<file path="config.mk">
export PLATFORM = sky130hd
export DESIGN_NAME = spi_slave_fifo
export DESIGN_NICKNAME = d
export VERILOG_FILES = /design/src/rtl/spi_slave_pkg.sv /design/src/rtl/spi_rx_fifo.sv /design/src/rtl/spi_slave_fifo.sv
export SDC_FILE = /design/constraint.sdc
export NUM_CORES = 1
export LEC_CHECK = 0
export BUFFER_PORTS_ARGS = -buffer_cell sky130_fd_sc_hd__buf_2
export CAP_MARGIN = 20
export CELL_PAD_IN_SITES_DETAIL_PLACEMENT = 0
export CELL_PAD_IN_SITES_GLOBAL_PLACEMENT = 1
export CORE_ASPECT_RATIO = 1.4
export CORE_MARGIN = 2
export CORE_UTILIZATION = 53
export CTS_CLUSTER_DIAMETER = 200
export DETAILED_ROUTE_END_ITERATION = 10
export GPL_ROUTABILITY_DRIVEN = 0
export PLACE_DENSITY = 0.79
export REMOVE_ABC_BUFFERS = 1
export SLEW_MARGIN = 40
export SYNTH_ARGS = -nofsm -noshare
export SYNTH_HDL_FRONTEND = slang
export SYNTH_SLANG_ARGS = --single-unit
</file>
<file path="constraint.sdc">
create_clock -name clk -period 4.6 [get_ports clk]
set_clock_uncertainty 0.15 [all_clocks]
set_input_delay 0.69 -clock clk [delete_from_list [all_inputs] [get_ports clk]]
set_output_delay 0.69 -clock clk [all_outputs]
set_load 0.01 [all_outputs]
</file>
<file path="src/rtl/spi_slave_pkg.sv">
// spi_slave_pkg: shared types and constants for the SPI slave with RX FIFO.
// Status flags are built when SPI_SLAVE_FIFO_STATUS_EN is defined.
package spi_slave_pkg;

  typedef enum logic {
    IDLE,
    SHIFT
  } state_t;

  localparam int SYNC_STAGES = 2;

endpackage

</file>
<file path="src/rtl/spi_rx_fifo.sv">
// spi_rx_fifo: power-of-two RX word FIFO; a pop on a full FIFO frees room
// for a push in the same cycle, a pop on an empty FIFO is ignored.
module spi_rx_fifo
  import spi_slave_pkg::*;
#(
  parameter int DATA_W     = 8,
  parameter int FIFO_DEPTH = 4
) (
  input  logic              clk,
  input  logic              reset,
  input  logic              push,
  input  logic [DATA_W-1:0] push_data,
  input  logic              pop,
  output logic [DATA_W-1:0] head,
  output logic              full,
  output logic              empty
);

  localparam int AW = $clog2(FIFO_DEPTH);
  localparam logic [AW:0] DEPTH_C = (AW + 1)'(FIFO_DEPTH);

  logic [DATA_W-1:0] mem [FIFO_DEPTH];
  logic [AW-1:0]     wr_ptr;
  logic [AW-1:0]     rd_ptr;
  logic [AW:0]       count;
  logic              do_push;
  logic              do_pop;

  assign empty   = count == '0;
  assign full    = count == DEPTH_C;
  assign do_pop  = pop && !empty;
  assign do_push = push && (!full || do_pop);
  assign head    = empty ? '0 : mem[rd_ptr];

  always_ff @(posedge clk or posedge reset) begin
    if (reset) begin
      wr_ptr <= '0;
      rd_ptr <= '0;
      count  <= '0;
    end else begin
      if (do_push) wr_ptr <= wr_ptr + 1'b1;
      if (do_pop)  rd_ptr <= rd_ptr + 1'b1;
      case ({do_push, do_pop})
        2'b10:   count <= count + 1'b1;
        2'b01:   count <= count - 1'b1;
        default: count <= count;
      endcase
    end
  end

  always_ff @(posedge clk) begin
    if (do_push) mem[wr_ptr] <= push_data;
  end

endmodule

</file>
<file path="src/rtl/spi_slave_fifo.sv">
// spi_slave_fifo: oversampled SPI slave (any CPOL/CPHA) with an RX FIFO.
// SPI_SLAVE_FIFO_STATUS_EN adds sticky overrun/underrun flags with clear.
module spi_slave_fifo
  import spi_slave_pkg::*;
#(
  parameter int DATA_W     = 8,
  parameter int FIFO_DEPTH = 4,
  parameter bit CPOL       = 1'b0,
  parameter bit CPHA       = 1'b0
) (
  input  logic              clk,
  input  logic              reset,
  input  logic              sclk_in,
  input  logic              mosi_in,
  input  logic              ss_n_in,
  output logic              miso_out,
  output logic [DATA_W-1:0] rx_data,
  output logic              rx_valid,
  input  logic              rx_ready,
  input  logic [DATA_W-1:0] tx_data,
  input  logic              tx_valid,
  output logic              tx_ready
`ifdef SPI_SLAVE_FIFO_STATUS_EN
  ,
  output logic              overrun_flag,
  output logic              underrun_flag,
  input  logic              flag_clr
`endif
);

  localparam int CW = $clog2(DATA_W);
  localparam logic [CW-1:0] LAST = CW'(DATA_W - 1);

  logic [SYNC_STAGES-1:0] sclk_sync;
  logic [SYNC_STAGES-1:0] mosi_sync;
  logic [SYNC_STAGES-1:0] ss_sync;
  logic                   sclk_q;
  logic                   ss_q;
  logic                   sclk_s;
  logic                   mosi_s;
  logic                   ss_s;
  logic                   lead;
  logic                   trail;
  logic                   sample;
  logic                   launch;
  logic                   ss_fall;
  logic                   ss_rise;

  state_t                 state;
  state_t                 state_d;
  logic [CW-1:0]          bit_cnt;
  logic [DATA_W-2:0]      rx_sh;
  logic [DATA_W-1:0]      tx_sh;
  logic [DATA_W-1:0]      word_q;
  logic                   push_q;
  logic                   active;
  logic                   wrap;
  logic                   load;
  logic                   fifo_full;
  logic                   fifo_empty;
  logic                   drop;

  always_ff @(posedge clk or posedge reset) begin
    if (reset) begin
      sclk_sync <= {SYNC_STAGES{CPOL}};
      mosi_sync <= '0;
      ss_sync   <= '1;
      sclk_q    <= CPOL;
      ss_q      <= 1'b1;
    end else begin
      sclk_sync <= {sclk_sync[SYNC_STAGES-2:0], sclk_in};
      mosi_sync <= {mosi_sync[SYNC_STAGES-2:0], mosi_in};
      ss_sync   <= {ss_sync[SYNC_STAGES-2:0], ss_n_in};
      sclk_q    <= sclk_s;
      ss_q      <= ss_s;
    end
  end

  assign sclk_s  = sclk_sync[SYNC_STAGES-1];
  assign mosi_s  = mosi_sync[SYNC_STAGES-1];
  assign ss_s    = ss_sync[SYNC_STAGES-1];
  assign lead    = (sclk_s != sclk_q) && (sclk_s != CPOL);
  assign trail   = (sclk_s != sclk_q) && (sclk_s == CPOL);
  assign sample  = CPHA ? trail : lead;
  assign launch  = CPHA ? lead : trail;
  assign ss_fall = ss_q && !ss_s;
  assign ss_rise = !ss_q && ss_s;

  always_comb begin
    state_d = state;
    if (ss_rise) state_d = IDLE;
    else if (state == IDLE && ss_fall) state_d = SHIFT;
  end

  assign active   = state == SHIFT && !ss_rise;
  assign wrap     = active && sample && bit_cnt == LAST;
  assign load     = (state == IDLE && ss_fall) || wrap;
  assign tx_ready = load && tx_valid;
  assign miso_out = state == SHIFT && tx_sh[DATA_W-1];

  // The launch edge right after a load keeps the fresh MSB on the line.
  always_ff @(posedge clk or posedge reset) begin
    if (reset) begin
      state   <= IDLE;
      bit_cnt <= '0;
      rx_sh   <= '0;
      tx_sh   <= '0;
      word_q  <= '0;
      push_q  <= 1'b0;
    end else begin
      state  <= state_d;
      push_q <= wrap;
      if (wrap) word_q <= {rx_sh, mosi_s};
      if (!active) begin
        bit_cnt <= '0;
        rx_sh   <= '0;
      end else if (sample) begin
        bit_cnt <= wrap ? '0 : bit_cnt + 1'b1;
        rx_sh   <= {rx_sh[DATA_W-3:0], mosi_s};
      end
      if (load) tx_sh <= tx_valid ? tx_data : '0;
      else if (active && launch && bit_cnt != '0)
        tx_sh <= {tx_sh[DATA_W-2:0], 1'b0};
    end
  end

  assign drop     = fifo_full && !rx_ready;
  assign rx_valid = !fifo_empty;

  spi_rx_fifo #(
    .DATA_W    (DATA_W),
    .FIFO_DEPTH(FIFO_DEPTH)
  ) u_fifo (
    .clk      (clk),
    .reset    (reset),
    .push     (push_q && !drop),
    .push_data(word_q),
    .pop      (rx_ready),
    .head     (rx_data),
    .full     (fifo_full),
    .empty    (fifo_empty)
  );

`ifdef SPI_SLAVE_FIFO_STATUS_EN
  logic overrun_set;
  logic underrun_set;

  assign overrun_set  = push_q && drop;
  assign underrun_set = load && !tx_valid;

  always_ff @(posedge clk or posedge reset) begin
    if (reset) begin
      overrun_flag  <= 1'b0;
      underrun_flag <= 1'b0;
    end else begin
      if (overrun_set) overrun_flag <= 1'b1;
      else if (flag_clr) overrun_flag <= 1'b0;
      if (underrun_set) underrun_flag <= 1'b1;
      else if (flag_clr) underrun_flag <= 1'b0;
    end
  end
`endif

endmodule

</file>
### Word-level counts from Yosys, hierarchy flattened

Memories as Yosys holds them, arrays and structs flattened.
Index checks and enable logic that the tools add are counted.
Widths: inputs -> output; s select.

| word-level totals | value |
|---|---|
| register bits after elaboration | 43 |
| bits in latches | 0 |
| memory bits (writable) | 32 |
| bits in read-only memories | 0 |
| bits of input ports | 15 |
| memories kept | 1 |

| operators by class | value |
|---|---|
| add/sub/neg operators | 5 |
| multipliers | 0 |
| div/mod/pow operators | 0 |
| $lt $le $gt $ge | 0 |
| eq/ne operators | 6 |
| shift-type cells | 0 |
| muxes and demuxes | 14 |
| bitwise gates (word level) | 2 |
| reduce and logical (&&, ||, !) cells | 30 |

Memories:

| name | depth | bits a word | rd ports | clocked after Yosys merged registers in | write ports | line | source |
|---|---|---|---|---|---|---|---|
| u_fifo.mem | 4 | 8 | 1 | 0 | 1 | spi_rx_fifo.sv:22 | `logic [DATA_W-1:0] mem [FIFO_DEPTH];` |

Operators with widths:

| kind | count |
|---|---|
| $mux 8 | 4 |
| $logic_and 1x1->1 | 16 |
| $mux 7 | 2 |
| $mux 3 | 3 |
| $logic_not 1->1 | 7 |
| $add 3x1->3 const B | 2 |
| $eq 3x3->1 const B | 2 |
| $pmux 3 s2 | 1 |
| $reduce_bool 2->1 | 3 |
| $add 2x1->2 const B | 2 |
| $mux 1 | 4 |
| $logic_not 3->1 | 1 |
| $reduce_bool 3->1 | 1 |
| $sub 3x1->3 const B | 1 |
| $eq 2x1->1 const B | 1 |
| $eq 2x2->1 const B | 1 |
| $logic_or 1x1->1 | 2 |
| $ne 2x2->1 const B | 1 |
| $not 1->1 | 2 |
| $ne 1x1->1 | 1 |

### Logic depth before layout (Yosys ltp)

Gate-level depths: netlist (run 1).

| logic depth | value |
|---|---|
| depth after elaboration | 9 |
| gate-level depth with buffers | 9 |
| mapped depth without buffers | 9 |

### Cells and area by module

Synthesis (run 1) repeated with hierarchy kept, for this count alone.

| second synthesis, totals | value |
|---|---|
| cell total of the unflattened synthesis | 201 |
| area total of the unflattened synthesis | 3,138.0 µm² |

By module, submodules not included:

| module | instances | cells an instance | area each (µm²) |
|---|---|---|---|
| spi_rx_fifo | 1 | 91 | 1,649.1 |
| spi_slave_fifo | 1 | 110 | 1,488.9 |

### Least setup slack after synthesis (run 1)

Ideal clock, no wire load.

| path | value |
|---|---|
| path kind | register -> output |
| from | register bit_cnt[0] |
| to | output port tx_ready |
| data arrival time | 1.525 ns |
| required time | 3.760 ns |
| setup slack | 2.235 ns |
| stages on the path, launching flop included | 7 |
| cell sequence | dfrtp_1 > ha_1 > ha_1 > nand4b_1 > o21ai_2 > o2bb2ai_4 > and2_1 |

| between the ends | value |
|---|---|
| word-level cells in the longest chain between the ends | 4 |

RTL lines:

| element | line | source |
|---|---|---|
| from (decl) | spi_slave_fifo.sv:51 | `logic [CW-1:0] bit_cnt;` |
| from (signal assigned) | spi_slave_fifo.sv:118 | `bit_cnt <= wrap ? '0 : bit_cnt + 1'b1;` |
| $eq 3x3->1 | spi_slave_fifo.sv:96 | `assign wrap = active && sample && bit_cnt == LAST;` |
| $logic_and 1x1->1 | spi_slave_fifo.sv:96 |  |
| $logic_or 1x1->1 | spi_slave_fifo.sv:97 | `assign load = (state == IDLE && ss_fall) \|\| wrap;` |
| $logic_and 1x1->1 | spi_slave_fifo.sv:98 | `assign tx_ready = load && tx_valid;` |
| to (decl) | spi_slave_fifo.sv:22 | `output logic tx_ready` |

Every way passes these cells.

### Worst setup path after layout (run 1)

| path | value |
|---|---|
| from | register bit_cnt[1] |
| to | output port tx_ready |

The elaborated chain is that of the path after synthesis.

==> results of run 1 <==
[cells by family (layout without fill, tap and decap cells)]
| family | Yosys count | in the layout | share of synthesized area |
|---|---|---|---|
| compound gates | 16 | 16 | 0.0486 |
| xor+xnor | 6 | 6 | 0.0167 |
| fa+ha+maj | 10 | 10 | 0.0414 |
| buf+inv | 20 | 56 | 0.0275 |
| flops | 75 | 75 | 0.649 |
| mux | 31 | 31 | 0.143 |
| simple gates | 39 | 39 | 0.0733 |
[metrics by stage]
stage / util / setup WS, ns
after global routing: 0.606 / 1.56
after CTS: 0.606 / 1.65
after global placement: 0.576 / 2.09
final: 0.606 / 1.69
after floorplan: - / 2.23
after detailed placement: 0.576 / 2.02
[routing by layer]
| layer | global-route usage | vias to the layer above | share of wire |
|---|---|---|---|
| met4 | 0.0964 | 0 | 0.016 |
| met3 | 0.0402 | 7 | 0.038 |
| met5 | 0 | - | 0 |
| met1 | 0.177 | 797 | 0.39 |
| met2 | 0.296 | 44 | 0.55 |
| li1 | - | 768 | - |
[critical path: stages, from the launching register on]
cell	delay [ns]
dfrtp_1	0.38
ha_1	0.17
ha_1	0.28
nand4b_1	0.23
o2bb2ai_4	0.37
and2_1	0.18
buf_2	0.12
[sequential cells by signal, summed over array words and instances, names as in the netlist]
name / cells
u_fifo.mem: 32
tx_sh: 8
word_q: 8
rx_sh: 7
bit_cnt: 3
u_fifo.count: 3
mosi_sync: 2
sclk_sync: 2
ss_sync: 2
u_fifo.rd_ptr: 2
u_fifo.wr_ptr: 2
push_q: 1
sclk_q: 1
ss_q: 1
state: 1
[synth_stat cells (all sizes together)]
cell type  number  area, sq um
xor2            2         17.5
nand4b          1         8.76
o2111ai         1         15.0
dfstp           3         78.8
mux2            8          120
buf             5         30.0
fa              1         20.0
nor2            1         3.75
o2bb2ai         1         27.5
nand2          15         72.6
maj3            1         10.0
ha              8          100
and3b           1         8.76
nand2b          2         15.0
and2           15         96.3
edfxtp         32          961
a22o            8         70.1
dfrtp          40         1000
or3             1         6.26
xnor2           4         35.0
mux2i          15          150
o41a            1         11.3
mux4            8          180
clkbuf          1         3.75
o21ai           5         28.8
nor2b           2         12.5
inv            14         52.6
and3            1         6.26
[path summary, 6_finish.rpt]
check	from	depth (start not counted)	end
max	bit_cnt[1]	6	tx_ready
min	mosi_sync[0]	0	mosi_sync[1]
max reg2reg	u_fifo.count[1]	6	u_fifo.count[1]
min reg2reg	mosi_sync[0]	0	mosi_sync[1]
max in group asynchronous	reset	3	ss_sync[0]
min in group asynchronous	reset	3	tx_sh[2]
[power breakdown]
group	internal (W)	switching, W	total, W
Sequential	0.000741	0.0000684	0.000809
Combinational	0.000116	0.0000964	0.000212
Clock	0.000210	0.000220	0.000429
[layout make-up]
class / count / area share
flip-flops and latches: 75 / 0.583
clock buffers: 12 / 0.0415
repair buffers: 26 / 0.0379
inverters: 14 / 0.0150
clock inverters: 4 / 0.00751
well taps: 70 / 0.0250
multi-input cells: 102 / 0.290
==> results.json, run 1 <==
{
  "fillers": 460,
  "ant_nets": 0,
  "drtIter0Drc": 64,
  "dp.cells": 287,
  "yosysWarnings": 0,
  "cts.reportedPaths.clkPinSlew_ns": 0.07,
  "antenna_found_initial": 0,
  "powerDensity_nw_per_um2": 414,
  "first_pass_iters": 4,
  "totalWireLength_um": 4900,
  "start_util": 0.544,
  "drc": 0,
  "port_buffers": 25,
  "h-tree-depth": 3,
  "end_kind": "output pin",
  "syn-cell-area_sq_um": 3140,
  "path_class": "register to output pin",
  "ir_drop_v": 0.000219,
  "dp_hpwl_um": 3450,
  "rsz0062_at_grt": "false",
  "final_cell_mix": "dfrtp_1, edfxtp_1, buf_2",
  "coreArea_sq_um": 5780,
  "die_x_um": 69.1,
  "finalCritPeriodShare": 0.633,
  "vias": 1616,
  "cts.sinks": 75,
  "synth_cells": 197,
  "grt_max_degree": 44,
  "stdcell_area_sq_um": 3500,
  "final_common_cell": "dfrtp_1",
  "synth.ff_latch_count": 75,
  "cp_max_fo": 9,
  "grt_pass1_vias": 1699,
  "grt_pass1_wl_um": 8030,
  "fin_cells": 303,
  "hp-class": "register to register",
  "clk_latency_ns": 0.34,
  "finalSetupViolations": 0,
  "seqCellArea_sq_um": 2040,
  "maxCapViolCount": 0,
  "track_usage": 0.165,
  "fmax_mhz": 343,
  "arrival_ns": 2.07,
  "die_h_um": 95.1,
  "r2r_slack_ns": 2.24,
  "power_w": 0.00145,
  "p_leak_nw": 1.61,
  "multiInputGateArea_sq_um": 1020,
  "place_area_sq_um": 3330,
  "tns_ns": 0,
  "synth_area_per_cell_sq_um": 16.0,
  "syn_to_final_growth_pct": 11.4,
  "numCtsBuffers": 9,
  "cts_tree": "yes",
  "die_area_sq_um": 6570,
  "postCtsSetupBuffers": 0,
  "pin_count": 26,
  "hold_ws_ns": 0.198,
  "root_buffer": "clkbuf_8",
  "drt-wirelength-per-cell_um": 16.2,
  "cts_hold_buf": 0,
  "finalHoldViolCount": 0,
  "worst_setup_path_start_kind": "register",
  "row_count": 33,
  "min_period_ns": 2.91,
  "finish.net_count": 252,
  "vias_per_cell": 5.33,
  "seq_area_frac_synth": 0.649,
  "slew-limit-headroom": 0.604,
  "worst_pin_slew_ns": 0.594,
  "ctsResizeCount": 0,
  "diodes": 0,
  "worstPathRequired_ns": 3.76,
  "synth_cell_type_count": 34,
  "slew_viol_final": 0,
  "gr-total-overflow": 0,
  "status": "finished clean",
  "cts_buffer_depth": 2,
  "drive_gt1_frac": 0.279
}
Power figures use the tool's default switching activity.
==> run 2, diff against run 1 <==
--- a/config.mk
+++ b/config.mk
@@ -5,17 +5,18 @@
 export SDC_FILE = /design/constraint.sdc
 export NUM_CORES = 1
 export LEC_CHECK = 0
+export ABC_AREA = 1
 export BUFFER_PORTS_ARGS = -buffer_cell sky130_fd_sc_hd__buf_2
 export CAP_MARGIN = 20
 export CELL_PAD_IN_SITES_DETAIL_PLACEMENT = 0
 export CELL_PAD_IN_SITES_GLOBAL_PLACEMENT = 1
 export CORE_ASPECT_RATIO = 1.4
 export CORE_MARGIN = 2
-export CORE_UTILIZATION = 53
+export CORE_UTILIZATION = 42
 export CTS_CLUSTER_DIAMETER = 200
 export DETAILED_ROUTE_END_ITERATION = 10
 export GPL_ROUTABILITY_DRIVEN = 0
-export PLACE_DENSITY = 0.79
+export PLACE_DENSITY = 0.71
 export REMOVE_ABC_BUFFERS = 1
 export SLEW_MARGIN = 40
 export SYNTH_ARGS = -nofsm -noshare
==> constraint.sdc (replaced) <==
create_clock -name clk -period 2.4 [get_ports clk]
set_clock_uncertainty 0.15 [all_clocks]
set_input_delay 0.36 -clock clk [delete_from_list [all_inputs] [get_ports clk]]
set_output_delay 0.36 -clock clk [all_outputs]
set_load 0.01 [all_outputs]
==> run 2 against run 1 <==
Cell count is 51% higher. Die area is 26% higher. Sequential power is 82% higher. Worst hold slack worse by 0.055 ns.
==> results.json, run 2 <==
{
  "maxCapViolCount": 0,
  "final_util": 0.504,
  "worst_pin_slew_ns": 0.689,
  "synth-compound-area-share": 0.0789,
  "hp-class": "input pin to register",
  "final_common_cell": "nand2_1",
  "yosys.area.top_type": "dfrtp_1",
  "clk_latency_ns": 0.34,
  "slowest_stage": "dfrtp_1",
  "row_count": 37,
  "cts.reportedPaths.clkPinSlew_ns": 0.08,
  "synth_area_per_cell_sq_um": 10.1,
  "first_pass_iters": 4,
  "syn_to_final_growth_pct": 16.4,
  "coreArea_sq_um": 7310,
  "synth_adder_area_share": 0.0379,
  "synth_top_family_by_area": "simple AND/OR/NAND/NOR gates",
  "p_leak_nw": 1.74,
  "finish.net_count": 379,
  "seq_area_frac_synth": 0.644,
  "cts_tree": "yes",
  "pre_cts_ws_ns": 0.277,
  "worstPathRequired_ns": 1.89,
  "ir_drop_v": 0.000363,
  "die_x_um": 77.4,
  "drc": 0,
  "grt_pass1_vias": 2043,
  "crit_path_cell_trace": "ha_1 -> ha_1 -> inv_1 -> nor2_4 -> nor2_4 -> nor2_1 -> buf_2",
  "vias_per_cell": 4.67,
  "grt_pass1_wl_um": 9660,
  "cpPeakStageDelay_ns": 0.40,
  "rsz0062_at_grt": "false",
  "path_class": "register to output pin",
  "synthMuxAreaShare": 0,
  "synth_edf_count": 32,
  "numCtsBuffers": 9,
  "powerDensity_nw_per_um2": 864,
  "synth.most_common_cell": "nand2_1",
  "h-tree-depth": 3,
  "diodes": 0,
  "die_area_sq_um": 8270,
  "antenna_found_initial": 0,
  "top_regs": "u_fifo.mem (32), tx_sh (8), word_q (8)",
  "slew_viol_final": 0,
  "largest_register_ffs": 32,
  "finalCritPeriodShare": 0.926,
  "dp_hpwl_um": 3810,
  "cts_buffer_depth": 2,
  "pin_count": 26,
  "start_util": 0.433,
  "finalSetupViolations": 0,
  "yosys_most_used_dff": "dfrtp_1",
  "vias": 2134,
  "grt_max_degree": 26,
  "totalWireLength_um": 5510,
  "track_usage": 0.152,
  "gr-total-overflow": 0,
  "port_buffers": 25,
  "ant_nets": 0,
  "drtIter0Drc": 92,
  "async_reset_ff_frac": 0.573,
  "fmax_mhz": 450,
  "drive_gt1_frac": 0.183,
  "postCtsSetupBuffers": 0,
  "synth_xor_area_frac": 0.0110,
  "largest_register": "u_fifo.mem",
  "synth.ff_latch_count": 75,
  "yosysWarnings": 0,
  "synth.top_cells.by_count": "nand2_1, nor2_1, dfrtp_1, inv_1, edfxtp_1",
  "synth_cell_type_count": 28,
  "finalHoldViolCount": 0,
  "yosys.area_share.simple": 0.168,
  "drt-wirelength-per-cell_um": 12.0,
  "fillers": 710,
  "worst_setup_path_start_kind": "register",
  "end_kind": "output pin",
  "tns_ns": 0,
  "synth.top_cell.area_share": 0.316,
  "cp_max_fo": 8,
  "synth_cells": 313,
  "arrival_ns": 1.71,
  "final_cell_mix": "nand2_1, nor2_1, dfrtp_1",
  "root_buffer": "clkbuf_8",
  "die_h_um": 107,
  "setup_ws_ns": 0.177,
  "syn-cell-area_sq_um": 3170,
  "cts.sinks": 75,
  "status": "finished clean",
  "slew-limit-headroom": 0.538,
  "min_period_ns": 2.22,
  "synth_area_leaders": "dfrtp_1, edfxtp_1, nand2_1"
}
[run 2: changes by cell type in the layout (fill, tap and decap cells not counted), sizes merged, moves of 11 or more]
cell   delta
nor2     +46
nand3    +11
and2     -15
o21ai    +25
inv      +31
a21oi    +11
nand2    +53
mux2i    -15
[run 2: metal layers]
metal / wire length [um] / share of wire / vias to the layer above / GRT usage
met4: 150 / 0.027 / 0 / 0.0855
met2: 2880 / 0.52 / 38 / 0.260
met5: 0 / 0 / - / 0
li1: - / - / 1089 / -
met1: 2290 / 0.42 / 994 / 0.176
met3: 182 / 0.033 / 13 / 0.0328
[run 2: report_power, final]
group	switching [W]	total, W	internal, W
Sequential	0.0000515	0.00147	0.00142
Combinational	0.000520	0.000841	0.000321
Clock	0.000487	0.000877	0.000389
[run 2: repair_timing]
item                                    4_1_cts  5_1_grt
endpoints found under the hold margin        18        0
endpoints found under the setup margin        1        1
gates resized for setup                       1        1
hold buffers                                  4        0
[run 2: final cells by class]
type	count	area, sq um	share of cell area
Tap cell	97	121	0.0329
Clock inverter	7	56.3	0.0153
Timing Repair Buffer	38	245	0.0665
Multi-Input combinational cell	189	945	0.256
Inverter	42	158	0.0427
Sequential cell	75	2040	0.553
Clock buffer	9	124	0.0336
[run 2: worst max-delay path, delay by kind of cell (launching register included)]
kind	cells	cell delay [ns]
buffers and inverters	2	0.27
adders and majority gates	2	0.39
and+or+nand+nor	3	0.32
DFF	1	0.40
[run 2: cell families after synthesis]
group	Yosys count
buffers and inverters	49
DFF	75
xor gates and xnor gates	4
adders and majority gates	9
AOI/OAI and AO/OA	47
and+or+nand+nor	129
[run 2: path summary, 6_finish.rpt]
path,startpoint,cells after the start,slack (ns),end
worst max register to register,u_fifo.count[1],9,0.37,u_fifo.count[2]
worst min register to register,mosi_sync[0],0,0.20,mosi_sync[1]
worst max-delay path,bit_cnt[1],7,0.18,tx_ready
max in group asynchronous,reset,4,1.17,word_q[1]
min in group asynchronous,reset,3,0.42,tx_sh[6]
worst min-delay path,tx_data[3],5,0.14,tx_sh[3]
[run 2: through the flow]
stage / area (sq um) / cells / total power, W / hold slack (ns)
after floorplan: 3140 / 306 / 0.00204 / 0.181
after global placement: 3460 / 437 / 0.00233 / 0.183
after detailed placement: 3460 / 437 / 0.00235 / 0.186
after CTS: 3680 / 457 / 0.00324 / 0.133
after global routing: 3690 / 457 / 0.00342 / 0.159
final: 3690 / 457 / 0.00319 / 0.144
